==> src/rtl/tt_pkg.sv <==
// Shared definitions for the truth-table evaluation blocks: FSM state encoding and table width.
package tt_pkg;

    typedef enum logic [1:0] {
        ST_IDLE = 2'd0,
        ST_RUN  = 2'd1,
        ST_DONE = 2'd2
    } state_t;

    localparam int DEFAULT_N_IN = 4;

    // One table bit per input combination.
    function automatic int tt_width(input int n_in);
        return 1 << n_in;
    endfunction

endpackage

==> src/rtl/tt_settle_timer.sv <==
// Per-vector hold counter: counts 0..SETTLE_CYCLES while enabled and flags the sample cycle.
module tt_settle_timer
    import tt_pkg::*;
#(
    parameter int SETTLE_CYCLES = 3
) (
    input  logic clk,
    input  logic rst,
    input  logic load,
    input  logic enable,
    output logic tc
);

    localparam logic [7:0] TC_VAL = 8'(SETTLE_CYCLES);

    logic [7:0] hold_cnt;

    assign tc = (hold_cnt == TC_VAL);

    // Restart at zero on load; wrap back to zero on the sample cycle.
    always_ff @(posedge clk) begin
        if (rst || load) begin
            hold_cnt <= 8'd0;
        end else if (enable) begin
            if (tc) begin
                hold_cnt <= 8'd0;
            end else begin
                hold_cnt <= hold_cnt + 8'd1;
            end
        end
    end

endmodule

==> src/rtl/truth_table_sweep_ctrl.sv <==
// Sweeps a combinational gate through every input vector, captures its truth table and
// compares it against a golden table latched at start.
module truth_table_sweep_ctrl
    import tt_pkg::*;
#(
    parameter  int N_IN          = DEFAULT_N_IN,
    parameter  int SETTLE_CYCLES = 3,
    localparam int TT_W          = tt_width(N_IN)
) (
    input  logic            clk,
    input  logic            rst,
    input  logic            start,
    input  logic            abort,
    input  logic [TT_W-1:0] expected,
    output logic [N_IN-1:0] dut_in,
    input  logic            dut_out,
    output logic            busy,
    output logic            done,
    output logic [TT_W-1:0] result,
    output logic [TT_W-1:0] mismatch_mask,
    output logic            mismatch
);

    localparam logic [N_IN-1:0] LAST_VEC = '1;

    state_t          state;
    state_t          state_next;
    logic [TT_W-1:0] exp_latched;
    logic [TT_W-1:0] result_next;
    logic            tc;
    logic            start_ok;
    logic            abort_ok;
    logic            sample;
    logic            last_sample;

    // Abort outranks both a start in IDLE and the sample edge in RUN.
    assign start_ok    = (state == ST_IDLE) && start && !abort;
    assign abort_ok    = (state == ST_RUN) && abort;
    assign sample      = (state == ST_RUN) && !abort && tc;
    assign last_sample = sample && (dut_in == LAST_VEC);

    tt_settle_timer #(
        .SETTLE_CYCLES(SETTLE_CYCLES)
    ) u_timer (
        .clk    (clk),
        .rst    (rst),
        .load   (start_ok || abort_ok),
        .enable (state == ST_RUN),
        .tc     (tc)
    );

    always_ff @(posedge clk) begin
        if (rst) begin
            state <= ST_IDLE;
        end else begin
            state <= state_next;
        end
    end

    always_comb begin
        state_next = state;
        busy       = 1'b0;
        done       = 1'b0;
        case (state)
            ST_IDLE: begin
                if (start_ok) begin
                    state_next = ST_RUN;
                end
            end
            ST_RUN: begin
                busy = 1'b1;
                if (abort_ok) begin
                    state_next = ST_IDLE;
                end else if (last_sample) begin
                    state_next = ST_DONE;
                end
            end
            ST_DONE: begin
                done       = 1'b1;
                state_next = ST_IDLE;
            end
            default: begin
                state_next = ST_IDLE;
            end
        endcase
    end

    // Capture view including the bit being sampled this cycle, so the final compare sees it.
    always_comb begin
        result_next         = result;
        result_next[dut_in] = dut_out;
    end

    // Mismatch outputs only move at completion; start and abort leave them untouched.
    always_ff @(posedge clk) begin
        if (rst) begin
            dut_in        <= '0;
            result        <= '0;
            exp_latched   <= '0;
            mismatch_mask <= '0;
            mismatch      <= 1'b0;
        end else if (start_ok) begin
            exp_latched <= expected;
            dut_in      <= '0;
            result      <= '0;
        end else if (abort_ok) begin
            dut_in <= '0;
        end else if (sample) begin
            result <= result_next;
            dut_in <= dut_in + N_IN'(1);
            if (last_sample) begin
                mismatch_mask <= result_next ^ exp_latched;
                mismatch      <= |(result_next ^ exp_latched);
            end
        end
    end

endmodule
==> config.mk <==
export PLATFORM = sky130hd
export DESIGN_NAME = truth_table_sweep_ctrl
export DESIGN_NICKNAME = d
export VERILOG_FILES = /design/src/rtl/tt_pkg.sv /design/src/rtl/tt_settle_timer.sv /design/src/rtl/truth_table_sweep_ctrl.sv
export SDC_FILE = /design/constraint.sdc
export NUM_CORES = 1
export LEC_CHECK = 0
export CORE_MARGIN = 4
export CORE_UTILIZATION = 42
export CTS_BUF_LIST = sky130_fd_sc_hd__clkbuf_2 sky130_fd_sc_hd__clkbuf_4 sky130_fd_sc_hd__clkbuf_8
export DETAILED_ROUTE_END_ITERATION = 10
export PLACE_DENSITY = 0.76
export SYNTH_ARGS = -nofsm -noshare
export SYNTH_HDL_FRONTEND = slang
export SYNTH_SLANG_ARGS = --single-unit
export TNS_END_PERCENT = 100
==> constraint.sdc <==
create_clock -name clk -period 3.4 [get_ports clk]
set_clock_uncertainty 0.2 [all_clocks]
set_input_delay 0.51 -clock clk [delete_from_list [all_inputs] [get_ports clk]]
set_output_delay 0.51 -clock clk [all_outputs]
set_load 0.01 [all_outputs]
# [After elaboration in Yosys (flattened, before gate mapping)]
# Cells that the tools add are included.
[totals] ff_bits=63
[classes] eq_ne=6 addsub=2 order_cmp=2 n_reduce_logical=17 muxes=10 bitwise=3
[ops] op="16-bit bitwise mux" n=1
[ops] op="16-bit OR reduction" n=1
[ops] op="16-bit XOR" n=1
[ops] op="8-bit by 1-bit adder with 8-bit output, second input constant" n=1
[ops] op="8-bit by 2-bit == test with 1-bit output, second input constant" n=1
[ops] op="8-bit 2-to-1 mux" n=1
[ops] op="1-bit logical AND" n=7
[ops] op="2-bit 2-to-1 mux" n=3
[ops] op="4-bit by 5-bit less-than comparator with 1-bit output, second input constant" n=1
[ops] op="4-bit by 1-bit adder with 4-bit output, second input constant" n=1
[ops] op="1-bit demux with 4-bit select" n=1
[ops] op="4-bit == test, second input constant" n=1
[ops] op="4-bit by 1-bit greater-or-equal comparator with 1-bit output, second input constant" n=1
[ops] op="2-bit case mux with 2 select lines" n=1
[ops] op="2-bit AND reduction" n=2
[ops] op="4-bit AND reduction" n=1
[ops] op="1-bit 2-to-1 mux" n=3
[ops] op="3-bit inequality test, second input constant" n=1
[ops] op="3-bit OR reduction" n=1
[ops] op="2-bit by 1-bit == test with 1-bit output, second input constant" n=1
[ops] op="2-bit == test, second input constant" n=1
[ops] op="2-bit logical NOT" n=1
[ops] op="1-bit logical OR" n=2
[ops] op="2-bit inequality test, second input constant" n=1
[ops] op="3 further kinds" n=4

# [Logic depth before layout (Yosys ltp)]
# Gate-level depths: netlist (run 1).
[logic_depth] ltp_word=7 depth_mapped=8

# [Modules after synthesis]
# From an unflattened synthesis (run 1), not the netlist that was laid out.
[hier_totals] cells_unflattened=373 area_unflattened_um2=2989.1
[modules_own_cells] mod="truth_table_sweep_ctrl" instances=1 cells_per_inst=328 area_each_um2=2578.7
[modules_own_cells] mod="tt_settle_timer" instances=1 cells_per_inst=45 area_each_um2=410.4

# [Worst setup path after synthesis (run 1)]
# Ideal clock, no wire load.
[synth_path] kind="reg-to-reg" from="register u_timer.hold_cnt[0]" to="register state[0]" n_path_buf=1 stages_incl_launch_ff=8 setup_time_ns=0.128 arrival_ns=2.130 path_slack_ns=0.943 period_less_slack_ns=2.457 t_required_ns=3.072 path_cell_list="dfxtp_1 > ha_1 > or4b_4 > nor4_4 > nand4_2 > buf_2 > a21oi_1 > nor2_1"
[synth_between] elab_chain_len=5
[synth_lines] item="start, declared" line_no="tt_settle_timer.sv:16" rtl="logic [7:0] hold_cnt;"
[synth_lines] item="start signal, assigned" line_no="tt_settle_timer.sv:28" rtl="hold_cnt <= hold_cnt + 8'd1;"
[synth_lines] item="8-bit by 2-bit == test with 1-bit output" line_no="tt_settle_timer.sv:18" rtl="assign tc = (hold_cnt == TC_VAL);"
[synth_lines] item="1-bit logical AND" line_no="truth_table_sweep_ctrl.sv:39" rtl="assign sample = (state == ST_RUN) && !abort && tc;"
[synth_lines] item="1-bit logical AND" line_no="truth_table_sweep_ctrl.sv:40" rtl="assign last_sample = sample && (dut_in == LAST_VEC);"
[synth_lines] item="3-bit inequality test (no line)"
[synth_lines] item="2-bit AND reduction (no line)"
[synth_lines] item="end signal, assigned" line_no="truth_table_sweep_ctrl.sv:56" rtl="state <= state_next;"
[synth_lines] item="end, declared" line_no="truth_table_sweep_ctrl.sv:26" rtl="state_t state;"
# Every way passes these cells.
# A chain may end at the register's enable or synchronous reset.

# [Final worst setup path (run 1)]
[layout_path] from="register u_timer.hold_cnt[0]" to="register mismatch_mask[9]"
[layout_between] elab_chain_len=4
[layout_lines] item="8-bit by 2-bit == test with 1-bit output (*)" line_no="tt_settle_timer.sv:18"
[layout_lines] item="1-bit logical AND (*)" line_no="truth_table_sweep_ctrl.sv:39"
[layout_lines] item="1-bit logical AND" line_no="truth_table_sweep_ctrl.sv:40"
[layout_lines] item="4-bit AND reduction (no line) (*)"
[layout_lines] item="end signal, assigned" line_no="truth_table_sweep_ctrl.sv:112" rtl="mismatch_mask <= result_next ^ exp_latched;"
[layout_lines] item="end, declared" line_no="truth_table_sweep_ctrl.sv:20" rtl="output logic [TT_W-1:0] mismatch_mask,"
# Mark *: on every way between the ends. The rest lies on a longest branch, timed or not.

==> flow_metrics.env, run 1 <==
export IMPL_outcome="completed"
export IMPL_cts_tree="yes"
export IMPL_synthArstFlopShare_pct=0
export IMPL_avgSynthCellArea_sq_um=8.511
export IMPL_cts_resized=0
export IMPL_relSlewSlack_pct=61.52
export IMPL_num_io_pins=60
export IMPL_grt_max_degree=36
export IMPL_die_h_um=92.10
export IMPL_grt_usage_pct=17.13
export IMPL_dp_hpwl_mm=5.137
export IMPL_drt_iter0_markers=102
export IMPL_hold_violations=0
export IMPL_crit_type="flop to flop"
export IMPL_drc=0
export IMPL_slew_viol_final=0
export IMPL_grt_pass1_wl_mm=11.54
export IMPL_clock_sinks=63
export IMPL_rows=30
export IMPL_syn_nets=375
export IMPL_synth_ff_type="dfxtp_1"
export IMPL_grt_pass1_vias=2412
export IMPL_gp_congestion=0.7778
export IMPL_die_w_um=92.10
export IMPL_finalNetCount=430
export IMPL_wl_per_cell_um=13.87
export IMPL_via_count=2538
export IMPL_drtAntennaViolNets=0
export IMPL_syn2layout_area_growth_pct=27.76
export IMPL_worstMarginPinSlew_ns=0.5729
export IMPL_first_pass_iters=4
export IMPL_mostFrequentLayoutCells="72 x nand2_1, 63 x dfxtp_1, 59 x clkdlybuf4s50_1"
export IMPL_ys_types=41
export IMPL_hp_class="flop to flop"
export IMPL_postCtsSetupBuffers=0
export IMPL_power_density_mw_per_mm2=381.0
export IMPL_fillCellCount=625
export IMPL_worstSetupStartpointType="flop"
export IMPL_io_buffers=59
export IMPL_setup_viol=0
export IMPL_die_area_sq_mm=0.008481
export IMPL_clk_latency_ns=0.35
export IMPL_syn_area_sq_mm=0.002970
export IMPL_drive_gt1_share_pct=7.335
export IMPL_crit_fanout=18
export IMPL_critPathArrivalTime_ns=3.01
export IMPL_cp_data_required_time_ns=3.48
export IMPL_hold_buffers=0
export IMPL_avgViaCountPerCell=5.026
export IMPL_clk_path_buf_depth=2
export IMPL_antenna_cells=0
export IMPL_synth_edf_count=0
export IMPL_ir_worst_vdd_mv=0.1728
export IMPL_syn_inst=349
export IMPL_fin_tns_setup_ns=0
export IMPL_wirelength_mm=7.002
export IMPL_coreArea_sq_mm=0.006832
export IMPL_ys_ff_latch=63
export IMPL_grt_antenna_before_repair=0
export IMPL_yosysSeqAreaShare_pct=42.46
export IMPL_clock_fmax_mhz=341.6
export IMPL_overflow=0
export IMPL_leakagePower_nw=1.345
export IMPL_post_route_min_period_ns=2.927
export IMPL_maxCapViolations=0
export IMPL_ys_warn_count=0
export IMPL_crit_path_end_kind="flop"
export IMPL_cts_buffers=9
export IMPL_rsz0062_at_grt="false"
export IMPL_final_common_cell="nand2_1"
export IMPL_cts_htree_levels=3
export IMPL_holdWs_ns=0.2602
export IMPL_clk_pin_slew_worst_paths_ns=0.08
export IMPL_start_util_pct=43.48
export IMPL_cts_root_buf="clkbuf_8"
export IMPL_post_route_period_util_pct=86.10
[stage by stage]
stage | worst slack (ns) | power (W) | instance area (sq um) | std cells | utilization [%]
CTS | 0.4487 | 0.001459 | 3795 | 505 | 55.55
global route | 0.2319 | 0.001500 | 3795 | 505 | 55.55
finish | 0.4727 | 0.001446 | 3795 | 505 | 55.55
floorplan | 0.9428 | 0.0008270 | 2970 | 349 | -
detailed placement | 0.4564 | 0.0008671 | 3616 | 489 | 52.93
global placement | 0.4919 | 0.0008653 | 3616 | 489 | 52.93
[final timing paths]
path | slack (ns) | start | end | cells after the start
setup / recovery | 0.47 | u_timer.hold_cnt[0]$_SDFFE_PP0N_ | mismatch_mask[9]$_SDFFE_PP0P_ | 6
hold / removal | 0.26 | mismatch_mask[14]$_SDFFE_PP0P_ | mismatch_mask[14]$_SDFFE_PP0P_ | 2
setup reg to reg | 0.47 | u_timer.hold_cnt[0]$_SDFFE_PP0N_ | mismatch_mask[9]$_SDFFE_PP0P_ | 6
hold reg to reg | 0.26 | mismatch_mask[14]$_SDFFE_PP0P_ | mismatch_mask[14]$_SDFFE_PP0P_ | 2
[critical path, stage by stage, from the launching register on]
cell     delay, ns
dfxtp_1       0.42
ha_1          0.26
or4b_4        0.52
nor4_4        0.52
and4_1        0.66
nand2_1       0.14
a21oi_2       0.13
[kinds of logic (layout without fill, tap and decap cells)]
logic type,Yosys count,in the layout,share of synthesized area [%]
multiplexers,31,31,10.45
XOR/XNOR,26,26,7.666
AND/OR/NAND/NOR,161,161,26.28
adder cells (fa/ha/maj),5,5,2.106
flip-flops,63,63,42.46
buffers and inverters,24,84,4.086
AO/OA/AOI/OAI,39,39,6.950
[state kept, by name, summed over array words and instances, names as in the netlist]
| name | flops |
|---|---|
| exp_latched | 16 |
| dut_in | 4 |
| mismatch | 1 |
| mismatch_mask | 16 |
| u_timer.hold_cnt | 8 |
| result | 16 |
| state | 2 |
[layer usage]
metal	track usage (%)	vias to the layer above	part of all wire (%)
li1	-	1274	-
met1	20.90	1190	45
met2	28.59	62	48
met3	4.184	12	4.4
met4	7.426	0	2.0
met5	0	-	0
[where the power goes]
part	switching, W	internal, W
registers	0.00000788	0.000748
clock network	0.000325	0.000271
logic	0.0000495	0.0000447
total	0.000382	0.00106
[area by class of cell]
cell class	count	area (sq um)	share of cell area, %
well taps	96	120.1	3.165
multi-input cells	262	1588	41.84
clock buffers	9	123.9	3.264
flip-flops and latches	63	1261	33.23
repair buffers	65	635.6	16.75
clock inverters	7	55.05	1.451
inverters	3	11.26	0.2967
[Yosys cell counts (2+ instances only)]
library cell  count  share of area, %
clkbuf_1         12               1.5
nand2b_1          5               1.1
mux2i_1          31                10
nand4_1           4              0.84
or4_1             2              0.51
a21oi_1          34               5.7
xnor2_1          17               5.0
nor2_1           43               5.4
inv_1             2              0.25
or3_1             2              0.42
buf_2             3              0.51
ha_1              5               2.1
xor2_1            9               2.7
nor3_1            5              0.84
nand3_1           4              0.67
nand3b_1          8               2.0
nand2_1          72               9.1
buf_1             3              0.38
dfxtp_1          63                42
nor3b_1           4               1.0
No activity file was read; power rests on OpenSTA's default activity.
==> run 2, diff against run 1 <==
- GPL_TIMING_DRIVEN: not set -> 0
==> run 2 against run 1 <==
Net effect:
- first-iteration DRC count up 41%
- routed wire length is 4.5% higher
- core utilization increased by 0.55 points
- sequential power about the same
- register-to-register slack about the same
- count of clock-buffer cells in the layout increased by 4
- largest cell class unchanged
- worst setup slack improved by 0.014 ns
- power down 1.1%
- non-clock buffer count rose by 13
- fmax increased by 0.48%
- via count grew 1.5%
==> flow_metrics.env, run 2 (synthesis results as in run 1) <==
export IMPL_crit_fanout=10
export IMPL_num_io_pins=60
export IMPL_postCtsSetupBuffers=0
export IMPL_overflow=0
export IMPL_rows=30
export IMPL_post_route_min_period_ns=2.913
export IMPL_drc=0
export IMPL_dp_hpwl_mm=5.536
export IMPL_place_ws_ns=0.4975
export IMPL_worstSetupStartpointType="flop"
export IMPL_grt_pass1_wl_mm=12.11
export IMPL_die_h_um=92.10
export IMPL_clock_fmax_mhz=343.3
export IMPL_cts_root_buf="clkbuf_8"
export IMPL_cts_tree="yes"
export IMPL_grt_max_degree=11
export IMPL_finalNetCount=443
export IMPL_cts_resized=0
export IMPL_final_common_cell="nand2_1"
export IMPL_setup_viol=0
export IMPL_syn2layout_area_growth_pct=29.02
export IMPL_grt_antenna_before_repair=0
export IMPL_rsz0062_at_grt="false"
export IMPL_cts_htree_levels=3
export IMPL_avgViaCountPerCell=4.990
export IMPL_cts_buffers=9
export IMPL_mostFrequentLayoutCells="72 x nand2_1, 63 x dfxtp_1, 57 x clkdlybuf4s50_1"
export IMPL_grt_usage_pct=18.14
export IMPL_clk_pin_slew_worst_paths_ns=0.06
export IMPL_coreArea_sq_mm=0.006832
export IMPL_grt_pass1_vias=2497
export IMPL_via_count=2575
export IMPL_ir_worst_vdd_mv=0.2585
export IMPL_drive_gt1_share_pct=6.667
export IMPL_maxCapViolations=0
export IMPL_leakagePower_nw=1.361
export IMPL_clk_latency_ns=0.34
export IMPL_critPathArrivalTime_ns=2.92
export IMPL_slowest_delay_ns=0.54
export IMPL_worstMarginPinSlew_ns=0.8659
export IMPL_first_pass_iters=4
export IMPL_clock_sinks=63
export IMPL_outcome="completed"
export IMPL_start_util_pct=43.48
export IMPL_crit_chain="ha_1 -> or4b_4 -> nor4_4 -> nand4_2 -> buf_2 -> a21oi_1 -> nor2_1"
export IMPL_setup_ws_ns=0.4867
export IMPL_crit_type="flop to flop"
export IMPL_wirelength_mm=7.320
export IMPL_hold_buffers=0
export IMPL_io_buffers=57
export IMPL_die_area_sq_mm=0.008481
export IMPL_slew_viol_final=0
export IMPL_wl_per_cell_um=14.19
export IMPL_clk_path_buf_depth=2
export IMPL_drt_iter0_markers=144
export IMPL_gp_congestion=0.8170
export IMPL_power_density_mw_per_mm2=373.3
export IMPL_hold_violations=0
export IMPL_cp_slowest_cell="nor4_4"
export IMPL_drtAntennaViolNets=0
export IMPL_fin_tns_setup_ns=0
export IMPL_antenna_cells=0
export IMPL_hp_class="input pin to flop"
export IMPL_post_route_period_util_pct=85.69
export IMPL_crit_path_end_kind="flop"
export IMPL_relSlewSlack_pct=42.12
export IMPL_reg_top3="exp_latched (16), mismatch_mask (16), result (16)"
export IMPL_die_w_um=92.10
export IMPL_cp_data_required_time_ns=3.41
run 2: final timing paths:
path | start | cells past startpoint | endpoint | slack (ns)
worst max-delay path | u_timer.hold_cnt[0]$_SDFFE_PP0N_ | 7 | state[0]$_SDFFE_PP0P_ | 0.49
worst min-delay path | abort | 2 | state[1]$_SDFFE_PP0P_ | 0.21
worst max register to register | u_timer.hold_cnt[0]$_SDFFE_PP0N_ | 7 | state[0]$_SDFFE_PP0P_ | 0.49
worst min register to register | mismatch_mask[8]$_SDFFE_PP0P_ | 2 | mismatch_mask[8]$_SDFFE_PP0P_ | 0.25
run 2: power by group:
group          internal (W)  switching (W)  total (W)  leakage (nW)
Sequential         0.000748     0.00000775   0.000756         0.509
Combinational     0.0000434      0.0000527  0.0000961         0.760
Clock              0.000312       0.000267   0.000578        0.0922
run 2: stage by stage:
| step | cells | cell area (sq um) | total power (W) | hold WS, ns | utilization [%] |
|---|---|---|---|---|---|
| finish | 516 | 3832 | 0.001431 | 0.2067 | 56.10 |
| global route | 516 | 3832 | 0.001491 | 0.2101 | 56.10 |
| CTS | 516 | 3832 | 0.001445 | 0.1974 | 56.10 |
| detailed placement | 502 | 3661 | 0.0008678 | 0.2489 | 53.59 |
| global placement | 502 | 3661 | 0.0008659 | 0.2483 | 53.59 |
| floorplan | 349 | 2970 | 0.0008270 | 0.2481 | - |
run 2: worst max-delay path, delay by kind of cell, from the launching register on:
| family | cells | cell delay [ns] |
|---|---|---|
| simple gates | 4 | 1.45 |
| flops | 1 | 0.43 |
| buf+inv | 1 | 0.30 |
| compound gates | 1 | 0.16 |
| fa+ha+maj | 1 | 0.24 |
run 2: cell type report:
class                      instances  area (sq um)
buffer                            21         110.1
clock buffer                      13         166.4
clock inverter                     1         5.005
fill                             653          2999
inverter                           3         11.26
multi-input combinational        262          1588
sequential                        63          1261
tap                               96         120.1
timing repair buffer              57         570.5
run 2: per-layer routing:
metal	share of wire, %	up-vias	global-route usage, %
met5	0	-	0
met4	1.1	0	4.455
met3	4.9	8	6.071
met2	49	53	30.54
met1	45	1219	22.30
li1	-	1295	-
